===== src/rtl/tt_um_byte_port_fifo.sv =====
// -----------------------------------------------------------------------------
// tt_um_byte_port_fifo
//
// Tiny Tapeout user project: a byte FIFO operated by an external tester that
// is not synchronous to clk. Control strobes and the write data byte are
// synchronised, strobes are edge-detected, and the FIFO status is published
// on uo_out one cycle after the FIFO state commits.
//
// Ports:
//   clk      clock
//   rst_n    asynchronous active-low reset; clears all state immediately
//   ena      unused (always 1 when powered)
//   ui_in    [0] wr_strobe, [1] rd_strobe, [2] drive_en, [3] err_clear,
//            [7:4] unused
//   uio_in   write data byte
//   uio_out  last popped byte
//   uio_oe   all bits = synchronised drive_en
//   uo_out   [4:0] occupancy, [5] empty, [6] full, [7] sticky error
// -----------------------------------------------------------------------------
module tt_um_byte_port_fifo #(
  parameter int DEPTH       = 8,
  parameter int SYNC_STAGES = 2
) (
  input  logic       clk,
  input  logic       rst_n,
  input  logic       ena,
  input  logic [7:0] ui_in,
  input  logic [7:0] uio_in,
  output logic [7:0] uio_out,
  output logic [7:0] uio_oe,
  output logic [7:0] uo_out
);

  localparam int AW    = $clog2(DEPTH);
  localparam int OW    = AW + 1;
  localparam int ARM_W = $clog2(SYNC_STAGES + 2);

  localparam logic [OW-1:0]    OCC_FULL = OW'(DEPTH);
  // Events are masked until the synchroniser and the previous-value flops
  // hold only post-reset samples, so a strobe held across reset release
  // cannot look like a fresh rising edge.
  localparam logic [ARM_W-1:0] ARM_DONE = ARM_W'(SYNC_STAGES + 1);

  // Synchroniser chain: {uio_in, ui_in[3:0]}
  logic [SYNC_STAGES-1:0][11:0] sync_q, sync_d;
  logic [11:0] sync_out;
  logic        wr_sync, rd_sync, drv_sync, clr_sync;
  logic [7:0]  data_sync;

  logic [2:0]       prev_q, prev_d;
  logic [ARM_W-1:0] arm_q, arm_d;
  logic             armed;
  logic             push_ev, pop_ev, clr_ev;

  logic [7:0]    mem_q [DEPTH];
  logic [AW-1:0] wptr_q, wptr_d, rptr_q, rptr_d;
  logic [OW-1:0] occ_q, occ_d;
  logic          err_q, err_d;
  logic [7:0]    rdata_q, rdata_d;
  logic [7:0]    uo_q, uo_d;

  logic empty, full, do_push, do_pop, overflow, underflow;
  logic unused_pins;

  assign unused_pins = &{1'b0, ena, ui_in[7:4]};

  always_comb begin
    sync_d[0] = {uio_in, ui_in[3:0]};
    for (int i = 1; i < SYNC_STAGES; i++) begin
      sync_d[i] = sync_q[i-1];
    end
  end

  assign sync_out  = sync_q[SYNC_STAGES-1];
  assign wr_sync   = sync_out[0];
  assign rd_sync   = sync_out[1];
  assign drv_sync  = sync_out[2];
  assign clr_sync  = sync_out[3];
  assign data_sync = sync_out[11:4];

  // Edge detection
  assign prev_d  = {clr_sync, rd_sync, wr_sync};
  assign armed   = (arm_q == ARM_DONE);
  assign arm_d   = armed ? arm_q : arm_q + ARM_W'(1);
  assign push_ev = armed & wr_sync  & ~prev_q[0];
  assign pop_ev  = armed & rd_sync  & ~prev_q[1];
  assign clr_ev  = armed & clr_sync & ~prev_q[2];

  // FIFO control
  assign empty     = (occ_q == '0);
  assign full      = (occ_q == OCC_FULL);
  assign do_pop    = pop_ev & ~empty;
  // A push into a full FIFO succeeds when a pop frees the slot in the same cycle.
  assign do_push   = push_ev & (~full | do_pop);
  assign underflow = pop_ev & empty;
  assign overflow  = push_ev & full & ~do_pop;

  always_comb begin
    occ_d   = occ_q;
    wptr_d  = wptr_q;
    rptr_d  = rptr_q;
    rdata_d = rdata_q;
    err_d   = err_q;
    if (do_push) begin
      wptr_d = wptr_q + AW'(1);
    end
    if (do_pop) begin
      rptr_d  = rptr_q + AW'(1);
      rdata_d = mem_q[rptr_q];
    end
    case ({do_push, do_pop})
      2'b10:   occ_d = occ_q + OW'(1);
      2'b01:   occ_d = occ_q - OW'(1);
      default: occ_d = occ_q;
    endcase
    // A new fault outranks a coincident clear.
    if (overflow || underflow) begin
      err_d = 1'b1;
    end else if (clr_ev) begin
      err_d = 1'b0;
    end
    uo_d = {err_q, full, empty, 5'(occ_q)};
  end

  always_ff @(posedge clk or negedge rst_n) begin
    if (!rst_n) begin
      sync_q  <= '0;
      prev_q  <= '0;
      arm_q   <= '0;
      wptr_q  <= '0;
      rptr_q  <= '0;
      occ_q   <= '0;
      err_q   <= 1'b0;
      rdata_q <= '0;
      uo_q    <= 8'h20;
    end else begin
      sync_q  <= sync_d;
      prev_q  <= prev_d;
      arm_q   <= arm_d;
      wptr_q  <= wptr_d;
      rptr_q  <= rptr_d;
      occ_q   <= occ_d;
      err_q   <= err_d;
      rdata_q <= rdata_d;
      uo_q    <= uo_d;
    end
  end

  // Storage is not reset; its contents are meaningless once pointers clear.
  always_ff @(posedge clk) begin
    if (do_push) begin
      mem_q[wptr_q] <= data_sync;
    end
  end

  assign uio_out = rdata_q;
  assign uio_oe  = {8{drv_sync}};
  assign uo_out  = uo_q;

endmodule


===== config.mk =====
export PLATFORM = sky130hd
export DESIGN_NAME = tt_um_byte_port_fifo
export DESIGN_NICKNAME = d
export VERILOG_FILES = /design/src/rtl/tt_um_byte_port_fifo.sv
export SDC_FILE = /design/constraint.sdc
export NUM_CORES = 1
export LEC_CHECK = 0
export ABC_AREA = 1
export CAP_MARGIN = 20
export CORE_MARGIN = 3
export CORE_UTILIZATION = 60
export CTS_CLUSTER_SIZE = 30
export DETAILED_ROUTE_END_ITERATION = 8
export MAX_ROUTING_LAYER = met4
export PLACE_DENSITY = 0.83
export SYNTH_ARGS = -nofsm -noshare
export SYNTH_HDL_FRONTEND = slang
export SYNTH_SLANG_ARGS = --single-unit

===== constraint.sdc =====
create_clock -name clk -period 5.9 [get_ports clk]
set_input_delay 1.18 -clock clk [delete_from_list [all_inputs] [get_ports clk]]
set_output_delay 1.18 -clock clk [all_outputs]
set_load 0.05 [all_outputs]

# Word-level counts from Yosys, hierarchy flattened
# Memory sizes are Yosys's and may differ from the RTL's. A register that Yosys moved wholly into a read port is not among the register bits.
# Cells that the tools add are included.
# word_totals
mem_bits_rw,64
mem_count,1
inputBits,19
elab_cells,47
output_inout_bits,24
regBits,47
# memory_table
name,words,word_bits,read_ports,rd_clocked_by_memory_dff,write_ports,line_no,text
mem_q,8,8,1,1,1,55,logic [7:0] mem_q [DEPTH];
# classes
reduce_logical,5
n_mux,5
eq_ne,4
addsub,5
n_bitwise,18
# op_table
operator,count
bitwise AND 1 bit,11
one-hot mux 4 bit (2 select lines),1
"adder 3 x 1 -> 3 bit, second input constant",2
inverter 1 bit,6
"adder 4 x 1 -> 4 bit, second input constant",1
"== test 2 bit, second input constant",2
"== test 4 bit, second input constant",1
logical NOT 4 bit,1
two-way mux 1 bit,4
nonzero test 2 bit,2
"subtractor 4 x 1 -> 4 bit, second input constant",1
"adder 2 x 1 -> 2 bit, second input constant",1
"== test 2 x 1 -> 1 bit, second input constant",1
logical NOT 1 bit,1
logical OR 1 bit,1
bitwise OR 1 bit,1

# Longest topological paths before layout
# Gate-level depths: netlist of run 1.
# logic_depth
word_depth,8
mapped_depth,13
ltp_nobuf,13

# Worst setup path after synthesis of run 1
# OpenSTA, ideal clock, no wires.
# synth_path
path_kind,register to register
startpoint,register arm_q[0]
endpoint,"memory mem_q[4][0], enable pin"
path_stages_with_launch,9
setup_ns,0.370
arrival_ns,1.769
synth_period_minus_slack_ns,2.139
n_path_buf,0
slack_ns,3.761
t_required_ns,5.530
cell_sequence,dfrtp_1 ha_1 nand2_2 nor2_4 nand2_4 a21oi_4 inv_2 or2_4 nor2_1
# synth_between
elab_chain_len,8
elab_cells_between_ends,10
classes_between,eq/ne (1); mux (2); bitwise (7)
# synth_rtl
item,line_no,text
from (decl),51,"logic [ARM_W-1:0] arm_q, arm_d;"
from (signal assigned),139,arm_q <= arm_d;
== test 2 bit *,83,assign armed = (arm_q == ARM_DONE);
bitwise AND 1 bit (2 in a row),86,assign pop_ev = armed & rd_sync & ~prev_q[1];
bitwise AND 1 bit,92,assign do_pop = pop_ev & ~empty;
bitwise OR 1 bit,94,assign do_push = push_ev & (~full | do_pop);
bitwise AND 1 bit *,94,
two-way mux 1 bit *,151,if (do_push) begin
two-way mux 1 bit (implied by the code) *,152,mem_q[wptr_q] <= data_sync;
to (decl),55,
# Every way passes the cells marked *; elsewhere a longest branch is shown, timed or not.

# Final worst setup path of run 1
# layout_path
startpoint,"register uo_q[5], in the netlist uo_out[5]"
endpoint,output uo_out[5]
# layout_lines
item,line_no,text
from (decl),60,"logic [7:0] uo_q, uo_d;"
from (signal assigned),145,uo_q <= uo_d;
to (decl),31,output logic [7:0] uo_out
# No word-level cell between the ends.

==> impl_metrics.env, run 1 <==
export IMPL_outcome="finished clean"
export IMPL_worst_hold_path_num_cells=0
export IMPL_critPathBufInv=1
export IMPL_worst_ir_drop_vdd_v=0.000369
export IMPL_rows=30
export IMPL_grt_pass1_wl_mm=12.6
export IMPL_power_density_mw_per_mm2=517
export IMPL_post_synth_inst_count=327
export IMPL_cts_hold_repair_buffers=0
export IMPL_setup_repair_after_global_routing_missed_its_margin="false"
export IMPL_grt_overflow_total=0
export IMPL_arrival_ns=1.81
export IMPL_netlist_area_sq_mm=0.00444
export IMPL_tritoncts="yes"
export IMPL_detail_route_drc_violations=0
export IMPL_largest_stage_delay_worst_path_ns=0.79
export IMPL_dp_hpwl_mm=4.30
export IMPL_drive_above_1_share=0.117
export IMPL_die_height_microns=92.0
export IMPL_vias=2598
export IMPL_gp_congestion=0.794
export IMPL_placement_io_buffers=36
export IMPL_drt_iter0_drc=304
export IMPL_syn_nets=350
export IMPL_cell_type_of_the_slowest_stage_on_the_worst_timing_path="sky130_fd_sc_hd__clkdlybuf4s50_1"
export IMPL_synth_yosys_warnings=0
export IMPL_r2r_cells=8
export IMPL_synthToLayoutAreaGrowth_pct=21.9
export IMPL_tns_ns=0
export IMPL_hold_violations=0
export IMPL_numClockSinks=119
export IMPL_cts_buffer_depth=2
export IMPL_worst_path_dominant_cell_family="buffers and inverters"
export IMPL_reg_to_reg_setup_timing_slack_ns=3.15
export IMPL_cp_cell_sequence="clkdlybuf4s50_1"
export IMPL_crit_reg2reg_launch="arm_q[0]"
export IMPL_dieWidth_microns=92.0
export IMPL_postRouteWirelength_mm=7.70
export IMPL_synth_distinct_cells=32
export IMPL_maxCapViolCount=0
export IMPL_cp_start_kind="flop"
export IMPL_hold_path_end="sync_out[9]"
export IMPL_yosysSeqAreaShare=0.743
export IMPL_fp_dieArea_sq_mm=0.00847
export IMPL_finalSetupViolations=0
export IMPL_floorplan_initialDensity=0.636
export IMPL_slew_limit_headroom=0.294
export IMPL_htreeDepth=4
export IMPL_ys_seq_elements=119
export IMPL_worst_hold_path_type="flop to flop"
export IMPL_average_cell_area_after_synthesis_sq_um=13.6
export IMPL_period_needed_ns=2.99
export IMPL_crit_reg2reg_capture="mem_q[4][3]"
export IMPL_routed_wire_length_per_instance_microns=16.3
export IMPL_drt_first_pass_iters=6
export IMPL_finalCritPeriodShare=0.506
export IMPL_final_hold_worst_slack_ns=0.345
export IMPL_cts_root_buf="sky130_fd_sc_hd__clkbuf_8"
export IMPL_post_cts_buffers=0
export IMPL_static_leakage_power_uw=0.00216
export IMPL_cp_end_kind="output port"
export IMPL_antenna_found_initial=0
export IMPL_cts_resized=0
export IMPL_largest_net_degree_at_the_start_of_global_routing=56
export IMPL_timing_worst_setup_path_type="flop to output port"
export IMPL_routed_via_density=5.49
export IMPL_fmax_ghz=0.335
export IMPL_holdCritStartpoint="sync_d[21]"
export IMPL_utilization=0.775
export IMPL_cp_startpoint="uo_out[5]"
export IMPL_worst_path_max_fanout=1
export IMPL_antenna_violating_nets_post_route=0
export IMPL_final_cell_mix="64 x sky130_fd_sc_hd__edfxtp_1, 54 x sky130_fd_sc_hd__dfrtp_1, 45 x sky130_fd_sc_hd__nor2_1, 45 x sky130_fd_sc_hd__nand2_1, 35 x sky130_fd_sc_hd__clkdlybuf4s50_1"
export IMPL_maxSlewViolCount=0
export IMPL_critPathRequiredTime_ns=4.72
export IMPL_grt_usage=0.211
export IMPL_grt_pass1_vias=2546
export IMPL_layout_commonest_cell="sky130_fd_sc_hd__edfxtp_1"
export IMPL_clk_insertion_delay_late_ns=0.51
export IMPL_fin_worst_skew_ns=0.0104
export IMPL_clk_transition_reported_paths_ns=0.05
export IMPL_antennaDiodeCount=0
export IMPL_max_slew_worst_pin_slew_ns=1.06
export IMPL_layout_filler_cells=409
export IMPL_final_net_count=387
export IMPL_cts_inserted_buffers=17
export IMPL_placeableCoreArea_sq_mm=0.00698
export IMPL_ioPinCount=43
==> routing by layer <==
metal | up-vias | share of wire | track usage
met1 | 1250 | 0.41 | 0.267
met2 | 125 | 0.49 | 0.320
met3 | 16 | 0.083 | 0.0730
met5 | - | 0 | -
met4 | 0 | 0.013 | 0.0804
li1 | 1207 | - | -
==> how the worst max path moves through the flow <==
stage,endpoint,slack (ns),cells past startpoint
finish,uo_out[5],2.91,1
global route,uio_oe[5],2.81,1
CTS,uo_out[5],2.89,1
detailed placement,mem_q[4][5],3.27,8
global placement,mem_q[4][5],3.30,8
floorplan,mem_q[4][0],3.76,8
==> synth_stat cells, drive strengths merged <==
master	n	area (sq um)
dfstp	1	26.3
or2	1	8.76
dfrtp	54	1350
xor2	4	35.0
o21ai	20	100
o21bai	1	7.51
edfxtp	64	1920
nand4	1	6.26
clkbuf	9	33.8
o211ai	8	60.1
buf	11	77.6
xnor2	3	26.3
clkinv	1	3.75
ha	4	50.1
mux2i	8	80.1
nor2	47	186
mux2	1	11.3
nand3	6	35.0
a21oi	3	26.3
o32ai	8	70.1
o221ai	8	70.1
nand2	48	193
conb	1	3.75
inv	15	56.3
==> registers in the layout, indices dropped and copies added, names as in the netlist <==
| signal | flops |
|---|---|
| occ_q | 4 |
| arm_q | 2 |
| sync_d | 12 |
| rptr_q | 3 |
| sync_out | 12 |
| err_q | 1 |
| prev_q | 3 |
| mem_q | 64 |
| uo_out | 7 |
| wptr_q | 3 |
| uio_out | 8 |
==> report_power, final <==
part	switching (uW)	internal, uW
Sequential	111	997
Clock	329	666
Combinational	462	235
Total	902	1900
==> kinds of logic after synthesis <==
| family | share of synthesized area |
|---|---|
| compound gates | 0.0752 |
| xor+xnor | 0.0138 |
| fa+ha+maj | 0.0113 |
| buf+inv | 0.0386 |
| flops | 0.743 |
| mux | 0.0206 |
| other cells | 0.000844 |
| simple gates | 0.0966 |
==> area by class of cell <==
cell class | count | area [sq um] | area share
Sequential cell | 119 | 3300 | 0.610
Clock buffer | 24 | 502 | 0.0927
Inverter | 16 | 60.1 | 0.0111
Timing Repair Buffer | 38 | 370 | 0.0684
Tap cell | 96 | 120 | 0.0222
Multi-Input combinational cell | 172 | 970 | 0.179
Clock inverter | 8 | 91.3 | 0.0169
==> stage by stage <==
stage | total power, uW | setup WS (ns) | instances | area [sq um]
2_1_floorplan | 1590 | 3.76 | 327 | 4440
3_3_place_gp | 1780 | 3.30 | 441 | 4820
3_5_place_dp | 1800 | 3.27 | 441 | 4820
4_1_cts | 2810 | 2.89 | 473 | 5410
5_1_grt | 2940 | 2.81 | 473 | 5410
6_report | 2800 | 2.91 | 473 | 5410
Note: power is estimated with default switching activity, not from simulation.
==> run 2: changes to the inputs <==
--- a/config.mk
+++ b/config.mk
@@ -8,11 +8,11 @@
 export ABC_AREA = 1
 export CAP_MARGIN = 20
 export CORE_MARGIN = 3
-export CORE_UTILIZATION = 60
+export CORE_UTILIZATION = 51
 export CTS_CLUSTER_SIZE = 30
 export DETAILED_ROUTE_END_ITERATION = 8
 export MAX_ROUTING_LAYER = met4
-export PLACE_DENSITY = 0.83
+export PLACE_DENSITY = 0.75
 export SYNTH_ARGS = -nofsm -noshare
 export SYNTH_HDL_FRONTEND = slang
 export SYNTH_SLANG_ARGS = --single-unit
==> constraint.sdc (replaced) <==
create_clock -name clk -period 2.55 [get_ports clk]
set_input_delay 0.51 -clock clk [delete_from_list [all_inputs] [get_ports clk]]
set_output_delay 0.51 -clock clk [all_outputs]
set_load 0.05 [all_outputs]
==> run 2 against run 1 <==
Combinational power increased by 140%. Global-route usage is 3.1 points lower. Die area grew 16%. Cell count rose by 4.4%. Clock skew down 0.0034 ns. Power rose by 130%. Clock-buffer cell count shrank 4. Clock power is 130% higher. Wire length grew 0.45%. Sequential power rose by 130%.
==> impl_metrics.env, run 2 (synthesized netlist as in run 1, its figures left out) <==
export IMPL_worst_ir_drop_vdd_v=0.000476
export IMPL_static_leakage_power_uw=0.00222
export IMPL_r2r_cells=7
export IMPL_switching_share=0.332
export IMPL_dieWidth_microns=99.3
export IMPL_power_density_mw_per_mm2=1170
export IMPL_routed_via_density=5.26
export IMPL_tritoncts="yes"
export IMPL_rows=33
export IMPL_hold_violations=0
export IMPL_drive_above_1_share=0.149
export IMPL_max_slew_worst_pin_slew_ns=0.608
export IMPL_worst_path_max_fanout=1
export IMPL_antenna_violating_nets_post_route=0
export IMPL_antenna_found_initial=0
export IMPL_largest_reg_flops=64
export IMPL_pwr_share_comb=0.255
export IMPL_drt_first_pass_iters=5
export IMPL_cp_start_kind="flop"
export IMPL_critPathBufInv=1
export IMPL_ioPinCount=43
export IMPL_internal_power_uw=4310
export IMPL_cp_end_kind="output port"
export IMPL_clk_transition_reported_paths_ns=0.06
export IMPL_largest_stage_delay_worst_path_ns=0.80
export IMPL_critPathRequiredTime_ns=2.04
export IMPL_period_needed_ns=2.33
export IMPL_synthToLayoutAreaGrowth_pct=24.2
export IMPL_finalCritPeriodShare=0.914
export IMPL_tns_ns=0
export IMPL_postRouteWirelength_mm=7.74
export IMPL_grt_pass1_wl_mm=13.0
export IMPL_cp_depth=1
export IMPL_cts_resized=0
export IMPL_cts_hold_repair_buffers=1
export IMPL_numClockSinks=119
export IMPL_top_register="mem_q"
export IMPL_clk_insertion_delay_late_ns=0.51
export IMPL_fin_worst_skew_ns=0.00698
export IMPL_final_cell_mix="64 x sky130_fd_sc_hd__edfxtp_1, 54 x sky130_fd_sc_hd__dfrtp_1, 45 x sky130_fd_sc_hd__nor2_1, 45 x sky130_fd_sc_hd__nand2_1, 35 x sky130_fd_sc_hd__clkdlybuf4s50_1"
export IMPL_pwr_share_clk=0.352
export IMPL_detail_route_drc_violations=0
export IMPL_routed_wire_length_per_instance_microns=15.7
export IMPL_worst_hold_path_type="flop to flop"
export IMPL_die_height_microns=99.3
export IMPL_htreeDepth=4
export IMPL_fp_dieArea_sq_mm=0.00986
export IMPL_dp_hpwl_mm=4.78
export IMPL_layout_commonest_cell="sky130_fd_sc_hd__edfxtp_1"
export IMPL_slew_limit_headroom=0.595
export IMPL_post_cts_buffers=0
export IMPL_cts_inserted_buffers=17
export IMPL_placeableCoreArea_sq_mm=0.00834
export IMPL_antennaDiodeCount=0
export IMPL_switching_power_uw=2150
export IMPL_finalSetupViolations=0
export IMPL_final_net_count=399
export IMPL_drt_iter0_drc=258
export IMPL_vias=2598
export IMPL_grt_usage=0.180
export IMPL_cts_buffer_depth=2
export IMPL_grt_overflow_total=0
export IMPL_fmax_ghz=0.429
export IMPL_p_seq_frac=0.393
export IMPL_placement_io_buffers=36
export IMPL_setup_repair_after_global_routing_missed_its_margin="false"
export IMPL_largest_net_degree_at_the_start_of_global_routing=35
export IMPL_floorplan_initialDensity=0.532
export IMPL_final_hold_worst_slack_ns=0.346
export IMPL_timing_worst_setup_path_type="flop to output port"
export IMPL_arrival_ns=1.82
export IMPL_cell_type_of_the_slowest_stage_on_the_worst_timing_path="sky130_fd_sc_hd__clkdlybuf4s50_1"
export IMPL_worst_path_dominant_cell_family="buffers and inverters"
export IMPL_worst_hold_path_num_cells=0
export IMPL_maxCapViolCount=0
export IMPL_maxSlewViolCount=0
export IMPL_gp_congestion=0.774
export IMPL_cts_root_buf="sky130_fd_sc_hd__clkbuf_8"
export IMPL_cp_cell_sequence="clkdlybuf4s50_1"
export IMPL_outcome="finished clean"
export IMPL_grt_pass1_vias=2587
run 2: cell count changes in the layout (fill, tap and decap cells not counted), sizes merged:
cell	delta
buf	+11
bufinv	-1
clkbuf	-4
clkinv	+3
dlygate4sd3	+1
inv	+2
run 2: routing by layer:
metal / routed length, microns / share of wire / up-vias / GRT usage
li1: - / - / 1240 / -
met4: 99 / 0.013 / 0 / 0.0672
met5: 0 / 0 / - / -
met3: 435 / 0.056 / 11 / 0.0526
met2: 3840 / 0.50 / 91 / 0.276
met1: 3370 / 0.43 / 1256 / 0.230
run 2: final cells by class:
type | instances | area (sq um)
Clock inverter | 12 | 114
Sequential cell | 119 | 3300
Tap cell | 105 | 131
Timing Repair Buffer | 50 | 463
Clock buffer | 20 | 478
Fill cell | 580 | 2830
Multi-Input combinational cell | 172 | 970
Inverter | 16 | 60.1
run 2: path summary, 6_finish.rpt:
check | from | endpoint | slack (ns)
setup / recovery | uo_out[5] | uo_out[5] | 0.22
hold / removal | sync_d[18] | sync_out[6] | 0.35
setup reg to reg | arm_q[0] | mem_q[2][1] | 0.44
hold reg to reg | sync_d[18] | sync_out[6] | 0.35
max in group asynchronous | rst_n | uo_out[5] | 1.53
min in group asynchronous | rst_n | occ_q[3] | 0.37
run 2: power by group through the flow:
stage               clock, uW  sequential [uW]  combinational, uW
finish                   2270             2540               1650
global route             2410             2580               1810
CTS                      2320             2540               1660
detailed placement          0             2570               1630
global placement            0             2550               1580
floorplan                   0             2830                855
run 2: metrics by stage:
step	instances	setup slack, ns	cell area (sq um)	util	power [uW]
after floorplan	327	0.411	4440	-	3690
after global routing	494	0.138	5520	0.661	6800
after CTS	494	0.180	5520	0.661	6510
final	494	0.218	5520	0.661	6460
after global placement	461	0.496	4910	0.589	4130
after detailed placement	461	0.476	4910	0.589	4200
==> run 3: changes to the inputs <==
--- a/config.mk
+++ b/config.mk
@@ -11,6 +11,7 @@
 export CORE_UTILIZATION = 51
 export CTS_CLUSTER_SIZE = 30
 export DETAILED_ROUTE_END_ITERATION = 8
+export HOLD_SLACK_MARGIN = 0.03
 export MAX_ROUTING_LAYER = met4
 export PLACE_DENSITY = 0.75
 export SYNTH_ARGS = -nofsm -noshare
==> results of run 3 <==
Final layout, timing and power as in run 2 (identical DEF).
